<file path="src/rtl/if_pkg.sv">
// Shared types and constants for the instruction-fetch stage.
package if_pkg;

  localparam int PC_W = 32;
  localparam logic [PC_W-1:0] PC_INC = 32'd4;
  localparam logic [31:0] NOP_WORD = 32'h0000_0013;  // addi x0,x0,0

  typedef enum logic [1:0] {
    FETCH = 2'd0,
    HOLD  = 2'd1,
    DRAIN = 2'd2
  } fetch_state_t;

  function automatic logic [PC_W-1:0] align_word(input logic [PC_W-1:0] a);
    return a & ~32'd3;
  endfunction

endpackage

</file>
<file path="src/rtl/if_id_reg.sv">
// IF/ID pipeline register {valid, pc, instruction} with load, flush and hold.
module if_id_reg
  import if_pkg::*;
#(
  parameter logic [31:0] NOP_INSTR = NOP_WORD
) (
  input  logic            clk,
  input  logic            reset,
  input  logic            load,
  input  logic            flush,
  input  logic [PC_W-1:0] pc_in,
  input  logic [31:0]     instr_in,
  output logic [31:0]     instr,
  output logic [PC_W-1:0] pc,
  output logic            valid
);

  logic [64:0] id_q;

  // Flush wins over load; the PC field is left alone on a bubble.
  always_ff @(posedge clk or posedge reset) begin
    if (reset) begin
      id_q <= {1'b0, 32'h0, NOP_INSTR};
    end else if (flush) begin
      id_q <= {1'b0, id_q[63:32], NOP_INSTR};
    end else if (load) begin
      id_q <= {1'b1, pc_in, instr_in};
    end
  end

  assign valid = id_q[64];
  assign pc    = id_q[63:32];
  assign instr = id_q[31:0];

endmodule

</file>
<file path="src/rtl/if_stage.sv">
// Instruction-fetch stage: PC, imem request FSM, stall buffer and IF/ID register.
module if_stage
  import if_pkg::*;
#(
  parameter logic [PC_W-1:0] RESET_PC  = 32'h0000_0000,
  parameter logic [31:0]     NOP_INSTR = NOP_WORD
) (
  input  logic            clk,
  input  logic            reset,
  input  logic            IFWrite,
  input  logic            Branch,
  input  logic            Jump,
  input  logic [PC_W-1:0] JumpAddr,
  output logic            imem_req,
  output logic [PC_W-1:0] imem_addr,
  input  logic            imem_ready,
  input  logic [31:0]     imem_rdata,
  output logic [31:0]     Instruction_id,
  output logic [PC_W-1:0] PC_id,
  output logic            Valid_id,
  output fetch_state_t    state_dbg
);

  fetch_state_t    state;
  logic [PC_W-1:0] pc;
  logic [PC_W-1:0] redirect_pc;
  logic [PC_W-1:0] buf_pc;
  logic [31:0]     buf_instr;
  logic            armed;

  logic            redirect;
  logic [PC_W-1:0] target;
  logic            resp;
  logic            id_load;
  logic            id_flush;
  logic [PC_W-1:0] id_pc;
  logic [31:0]     id_instr;

  // Handshake: imem_req/imem_addr hold steady until a cycle with imem_ready=1,
  // which completes exactly one transfer; imem_ready is ignored while imem_req=0.
  assign imem_req  = armed && (state != HOLD);
  assign imem_addr = pc;
  assign resp      = imem_req && imem_ready;
  assign redirect  = IFWrite && (Branch || Jump);
  assign target    = align_word(JumpAddr);
  assign state_dbg = state;

  always_comb begin
    id_load  = 1'b0;
    id_flush = 1'b0;
    id_pc    = pc;
    id_instr = imem_rdata;
    case (state)
      FETCH: begin
        if (resp) begin
          if (redirect)     id_flush = 1'b1;
          else if (IFWrite) id_load  = 1'b1;
        end else if (IFWrite) begin
          id_flush = 1'b1;
        end
      end
      HOLD: begin
        if (redirect) begin
          id_flush = 1'b1;
        end else if (IFWrite) begin
          id_load  = 1'b1;
          id_pc    = buf_pc;
          id_instr = buf_instr;
        end
      end
      DRAIN: id_flush = IFWrite;
      default: ;
    endcase
  end

  // armed keeps the first post-reset cycle request-free so a stale response is never taken.
  always_ff @(posedge clk or posedge reset) begin
    if (reset) begin
      state       <= FETCH;
      pc          <= RESET_PC;
      redirect_pc <= RESET_PC;
      buf_pc      <= '0;
      buf_instr   <= NOP_INSTR;
      armed       <= 1'b0;
    end else begin
      armed <= 1'b1;
      case (state)
        FETCH: begin
          if (resp) begin
            if (redirect) begin
              pc <= target;
            end else begin
              pc <= pc + PC_INC;
              if (!IFWrite) begin
                buf_pc    <= pc;
                buf_instr <= imem_rdata;
                state     <= HOLD;
              end
            end
          end else if (redirect) begin
            if (imem_req) begin
              redirect_pc <= target;
              state       <= DRAIN;
            end else begin
              pc <= target;
            end
          end
        end
        HOLD: begin
          if (redirect) begin
            pc    <= target;
            state <= FETCH;
          end else if (IFWrite) begin
            state <= FETCH;
          end
        end
        DRAIN: begin
          if (resp) begin
            pc    <= redirect ? target : redirect_pc;
            state <= FETCH;
          end else if (redirect) begin
            redirect_pc <= target;
          end
        end
        default: state <= FETCH;
      endcase
    end
  end

  if_id_reg #(.NOP_INSTR(NOP_INSTR)) u_if_id_reg (
    .clk      (clk),
    .reset    (reset),
    .load     (id_load),
    .flush    (id_flush),
    .pc_in    (id_pc),
    .instr_in (id_instr),
    .instr    (Instruction_id),
    .pc       (PC_id),
    .valid    (Valid_id)
  );

endmodule

</file>
<file path="config.mk">
export PLATFORM = sky130hd
export DESIGN_NAME = if_stage
export DESIGN_NICKNAME = d
export VERILOG_FILES = /design/src/rtl/if_pkg.sv /design/src/rtl/if_id_reg.sv /design/src/rtl/if_stage.sv
export SDC_FILE = /design/constraint.sdc
export NUM_CORES = 1
export LEC_CHECK = 0
export BUFFER_PORTS_ARGS = -buffer_cell sky130_fd_sc_hd__buf_2
export CAP_MARGIN = 25
export CORE_MARGIN = 5
export CORE_UTILIZATION = 36
export DETAILED_ROUTE_END_ITERATION = 10
export PLACE_DENSITY = 0.66
export SLEW_MARGIN = 25
export SYNTH_ARGS = -nofsm -noshare
export SYNTH_HDL_FRONTEND = slang
export SYNTH_SLANG_ARGS = --single-unit
</file>
<file path="constraint.sdc">
create_clock -name clk -period 10.2 [get_ports clk]
set_input_delay 1.53 -clock clk [delete_from_list [all_inputs] [get_ports clk]]
set_output_delay 1.53 -clock clk [all_outputs]
set_load 0.02 [all_outputs]
</file>
==> metrics.txt, run 1 <==
Die ar. 31,100 um2; CTS tree done; Fillers 2,672; endpoint type of the worst setup path register; EDFF count, synth 0; share of the synthesized area in the top cell type 0.477; Critical Path AT 4.01 ns; Max Freq 267 MHz; number of synthesized register bits 196; top_reg_cell synth dfrtp_1; Synth cell types 73; most frequent cells in the layout 190 x dfrtp_1, 167 x buf_2, 95 x mux2_2; critical path class in -> reg; Worst VDD drop 0.000140 V; setup tns final 0 ns; global-route wire length before repair 43.5 mm; Initial Util 0.362; final WL 27.6 mm; via count 7,903; P_leak 0.00488 uW; Wirelength per Cell 19.2 um; HPWL Detailed 18.4 mm; grt total ovfl 0; DR WL met3 1.86 mm; antenna cells 0; initial antenna violation count 0; GPL Wtd Cong 0.838; die span in y 176 um; number of H-tree levels 4; fin cells 1,440; RSZ-0062 raised after global routing false; Critical Path RT 10.46 ns; commonest non-fill, non-tap cell in the layout dfrtp_1; met2 WL 12.4 mm; Multi-input gate area 4650 um2; measured slew at the worst slew-check pin 1.08 ns; post-CTS setup buffer count 0; Tmin final 3.75 ns; post-route ant nets 0; # rows 61; dpl cells 1,408; syn nets 1,006; Setup crit end imem_addr[20]; power density cells 290 nW/um2; FF+latch area 4910 um2; R2R setup slack 6.78 ns; vias in the first global route 7,555; Max transition margin 0.277; Seq/Total Area, Yosys 0.493; Reg-to-Reg End imem_addr[20]; IO Pins 170; HP Class reg -> reg; layout cell share with drive strength beyond 1 0.316; fin util 0.424; largest net degree at the start of global routing 126; Max Used Layer met4; total CTS buffers 17; Via density 5.49; wire length on met1 13.1 mm; Synth async-reset ratio 1.00; final net count 1,125; startpoint types input pin; Setup Viol. Count Final 0; final hold vios 0; main area contributors after synthesis dfrtp_1 48%, mux2_2 11%, mux2i_1 7.4%; Syn Std Cell Area 9970 um2; DRC violations left 0; YS warnings 0; Yosys top cell by area dfrtp_1; Floorplan Core Area 27,600 um2; CTS Hold Bufs 0; reg2reg start state_dbg[0]; Layout area overhead 17.2%; deepest clock path buffer count 2; maxcap violations 0; status finished clean; Final Cycle Share 0.368; Avg Cell Area, Syn 10.7 um2; Slew Limit Fails 0; CP Launch Point Jump; Clock Tree Root clkbuf_16; First-pass DRT Iterations 5; GRT Total Usage 0.175; Clock Skew 0.0121 ns; worst r2r path cells 8; CP max FO 20; cell count after synthesis 930; CTS sink cnt 196; clk slew on worst S/H paths 0.08 ns; clock latency on the worst-skew pair 0.43 ns; # resized after CTS 0; Die Wd 176 um; 1st-iter DRT viols 676; IO buf count 167
synth_stat cells, types with 4 or more instances:
master    count
a32o_1        4
dfrtp_1     190
inv_1        11
a31oi_1       6
clkbuf_1     45
o21ai_0      91
and3_1        9
nor4_1        6
mux2_2       95
o211ai_1      9
buf_1         4
nor2_1       59
dfstp_2       6
clkbuf_8      6
o21a_1        4
o311ai_0      5
mux2i_1      74
nor3_1        8
ha_1          6
and2_1        6
o31ai_1       5
a311oi_1      5
nand2_1      53
o22a_1        5
a21oi_1      26
nand4_1      15
buf_2        24
a211oi_1     41
nand3_1      36
logic make-up after synthesis:
family / count (synthesis) / synth area share
XOR/XNOR: 5 / 0.00439
AO/OA/AOI/OAI: 239 / 0.157
AND/OR/NAND/NOR: 221 / 0.111
buffers and inverters: 93 / 0.0449
flip-flops: 196 / 0.493
adder cells (fa/ha/maj): 6 / 0.00753
other: 1 / 0.000376
multiplexers: 169 / 0.182
metrics by stage:
step / worst slack, ns / hold slack, ns / area [um2] / total power [uW]
finish: 6.45 / 0.496 / 11700 / 3390
CTS: 6.52 / 0.499 / 11700 / 3420
global placement: 5.80 / 0.464 / 11000 / 2630
detailed placement: 6.05 / 0.480 / 11000 / 2660
floorplan: 3.34 / 0.449 / 9970 / 2250
global route: 6.36 / 0.513 / 11700 / 3600
power breakdown:
group          total [uW]  switching [uW]  leakage, uW  internal [uW]
clock network         741             321     0.000312            420
registers            1380             276      0.00244           1100
logic                1270             758      0.00213            516
total                3390            1360      0.00488           2040
flip-flops by register name, indices dropped and copies added (netlist names):
| signal | count |
|---|---|
| imem_addr | 32 |
| redirect_pc | 32 |
| state_dbg | 2 |
| armed | 1 |
| u_if_id_reg.id_q | 65 |
| buf_instr | 32 |
| buf_pc | 32 |
worst min-delay path by stage:
stage / from / end / slack (ns) / cells after the start
2_1_floorplan: redirect_pc[27] / redirect_pc[27] / 0.45 / 2
3_3_place_gp: redirect_pc[27] / redirect_pc[27] / 0.46 / 2
3_5_place_dp: redirect_pc[1] / redirect_pc[1] / 0.48 / 1
4_1_cts: redirect_pc[27] / redirect_pc[27] / 0.50 / 2
5_1_grt: redirect_pc[1] / redirect_pc[1] / 0.51 / 1
6_report: redirect_pc[1] / redirect_pc[1] / 0.50 / 1
layout make-up:
| type | count | area share |
|---|---|---|
| timing repair buffer | 182 | 0.0815 |
| sequential | 196 | 0.420 |
| clock buffer | 17 | 0.0364 |
| inverter | 11 | 0.00418 |
| clock inverter | 15 | 0.0188 |
| multi-input combinational | 641 | 0.398 |
| tap | 378 | 0.0405 |
metal layers:
metal  vias to the layer above  GRT usage
met5                         -          0
met4                         0     0.0448
met3                        24     0.0308
met2                       307      0.267
met1                      3887      0.259
li1                       3685          -
critical path: stages:
cell and delay (ns):
buf_2 0.16, o21ai_2 0.40, buf_4 0.37, nand3_1 0.57
or4_1 0.70, o311ai_0 0.13, a21oi_1 0.12
Note: power is estimated with default switching activity, not from simulation.
==> run 2: changes to the inputs <==
==> constraint.sdc (replaced) <==
create_clock -name clk -period 3.7 [get_ports clk]
set_input_delay 0.555 -clock clk [delete_from_list [all_inputs] [get_ports clk]]
set_output_delay 0.555 -clock clk [all_outputs]
set_load 0.02 [all_outputs]
==> metrics.txt, run 2 (synthesis gave the netlist of run 1 again) <==
Die Wd 176 um (unchanged); reg2reg start state_dbg[1]; GRT Total Usage 0.176 (+0.000375); Critical Path AT 3.27 ns (-0.74 ns); Fillers 2,645 (-1.0%); final WL 27.3 mm (-1.2%); CP max FO 15 (-25%); commonest non-fill, non-tap cell in the layout dfrtp_1; antenna cells 0 (unchanged); Multi-input gate area 4630 um2 (-0.38%); clk slew on worst S/H paths 0.07 ns (about the same); via count 7,894 (-0.11%); vias in the first global route 7,626 (+0.94%); R2R setup slack 0.74 ns (-6.04 ns); post-route ant nets 0 (unchanged); measured slew at the worst slew-check pin 1.04 ns (-0.0431 ns); maxcap violations 0 (unchanged); Critical Path RT 4.01 ns (-6.45 ns); die span in y 176 um (unchanged); startpoint types register; clock latency on the worst-skew pair 0.43 ns (about the same); Tmin final 2.96 ns; P_leak 0.00494 uW (+1.3%); Die ar. 31,100 um2 (unchanged); Via density 5.42 (-1.2%); Clock Skew 0.0100 ns (-0.00213 ns); global-route wire length before repair 44.0 mm (+1.2%); Setup Viol. Count Final 0 (unchanged); Max Freq 338 MHz; CTS tree done; final hold vios 0 (unchanged); Reg-to-Reg End imem_addr[29]; dpl ws 0.801 ns (-5.25 ns); fin worst setup slack 0.739 ns (-5.71 ns); CTS Hold Bufs 0 (unchanged); Largest register FFs 65 (unchanged); FF+latch area 4910 um2 (unchanged); layout cell share with drive strength beyond 1 0.325 (+0.00829); HP Class in -> async; IO Pins 170 (unchanged); First-pass DRT Iterations 5 (unchanged); number of H-tree levels 4 (unchanged); Floorplan Core Area 27,600 um2 (unchanged); most frequent cells in the layout 190 x dfrtp_1, 167 x buf_2, 95 x mux2_2; status finished clean; Layout area overhead 18.7%; worst r2r path cells 8 (unchanged); Final Cycle Share 0.800; RSZ-0062 raised after global routing false; DRC violations left 0 (unchanged); # resized after CTS 0 (unchanged); Clock Tree Root clkbuf_16; post-CTS setup buffer count 0 (unchanged); initial antenna violation count 0 (unchanged); 1st-iter DRT viols 645 (-4.6%); grt total ovfl 0 (unchanged); critical path class reg -> reg; setup tns final 0 ns (unchanged); largest net degree at the start of global routing 66 (-48%); GPL Wtd Cong 0.900 (+7.3%); IO buf count 167 (unchanged); HPWL Detailed 19.1 mm (+4.1%); worst hold slack 0.149 ns (-0.348 ns); Slew Limit Fails 0 (unchanged); Worst VDD drop 0.000329 V (+130%); endpoint type of the worst setup path register; total CTS buffers 17 (unchanged); CTS sink cnt 196 (unchanged); Max transition margin 0.300 (+0.0229); # rows 61 (unchanged); Largest Register u_if_id_reg.id_q; Wirelength per Cell 18.8 um (-2.3%); Initial Util 0.362 (unchanged); power density cells 791 nW/um2 (+170%); final net count 1,141 (+1.4%); deepest clock path buffer count 2 (unchanged)
-- run 2: power breakdown --
part,total (uW),leakage [uW],internal [uW],switching [uW]
Combinational,3580,0.00220,1480,2100
Clock,1990,0.000305,1130,852
Sequential,3790,0.00244,3030,753
-- run 2: metrics by stage --
stage,power [uW],cells,instance area [um2],util
floorplan,6200,930,9970,-
finish,9360,1456,11800,0.429
CTS,9440,1456,11800,0.429
global route,9970,1456,11800,0.429
detailed placement,7410,1424,11200,0.406
global placement,7300,1424,11200,0.406
-- run 2: how the worst max path moves through the flow --
stage                      start              endpoint  slack (ns)  depth (start not counted)
floorplan                  reset                 armed        0.62                          1
global placement    state_dbg[1]         imem_addr[27]        0.89                          8
detailed placement  state_dbg[1]  u_if_id_reg.id_q[39]        0.80                          8
CTS                 state_dbg[1]         imem_addr[24]        0.77                          8
global route        state_dbg[1]         imem_addr[24]        0.52                          8
finish              state_dbg[1]         imem_addr[29]        0.74                          8
-- run 2: critical path: stages (launching register included) --
cell       delay (ns)
dfrtp_1          0.46
inv_1            0.12
ha_1             0.26
nand3b_1         0.43
a211oi_1         0.48
o21a_1           0.54
buf_4            0.31
o21ai_0          0.11
o2bb2ai_1        0.13
-- run 2: layout make-up --
cell class              count  area share
clock buffers              20      0.0395
repair buffers            198      0.0956
inverters                  11     0.00381
clock inverters            12      0.0141
flip-flops and latches    196       0.415
multi-input cells         641       0.392
well taps                 378      0.0400
-- run 2: routing by layer --
| layer | share of wire | vias up | GRT usage |
|---|---|---|---|
| li1 | - | 3710 | - |
| met1 | 0.48 | 3865 | 0.264 |
| met2 | 0.45 | 297 | 0.267 |
| met3 | 0.062 | 22 | 0.0317 |
| met4 | 0.011 | 0 | 0.0368 |
| met5 | 0 | - | 0 |
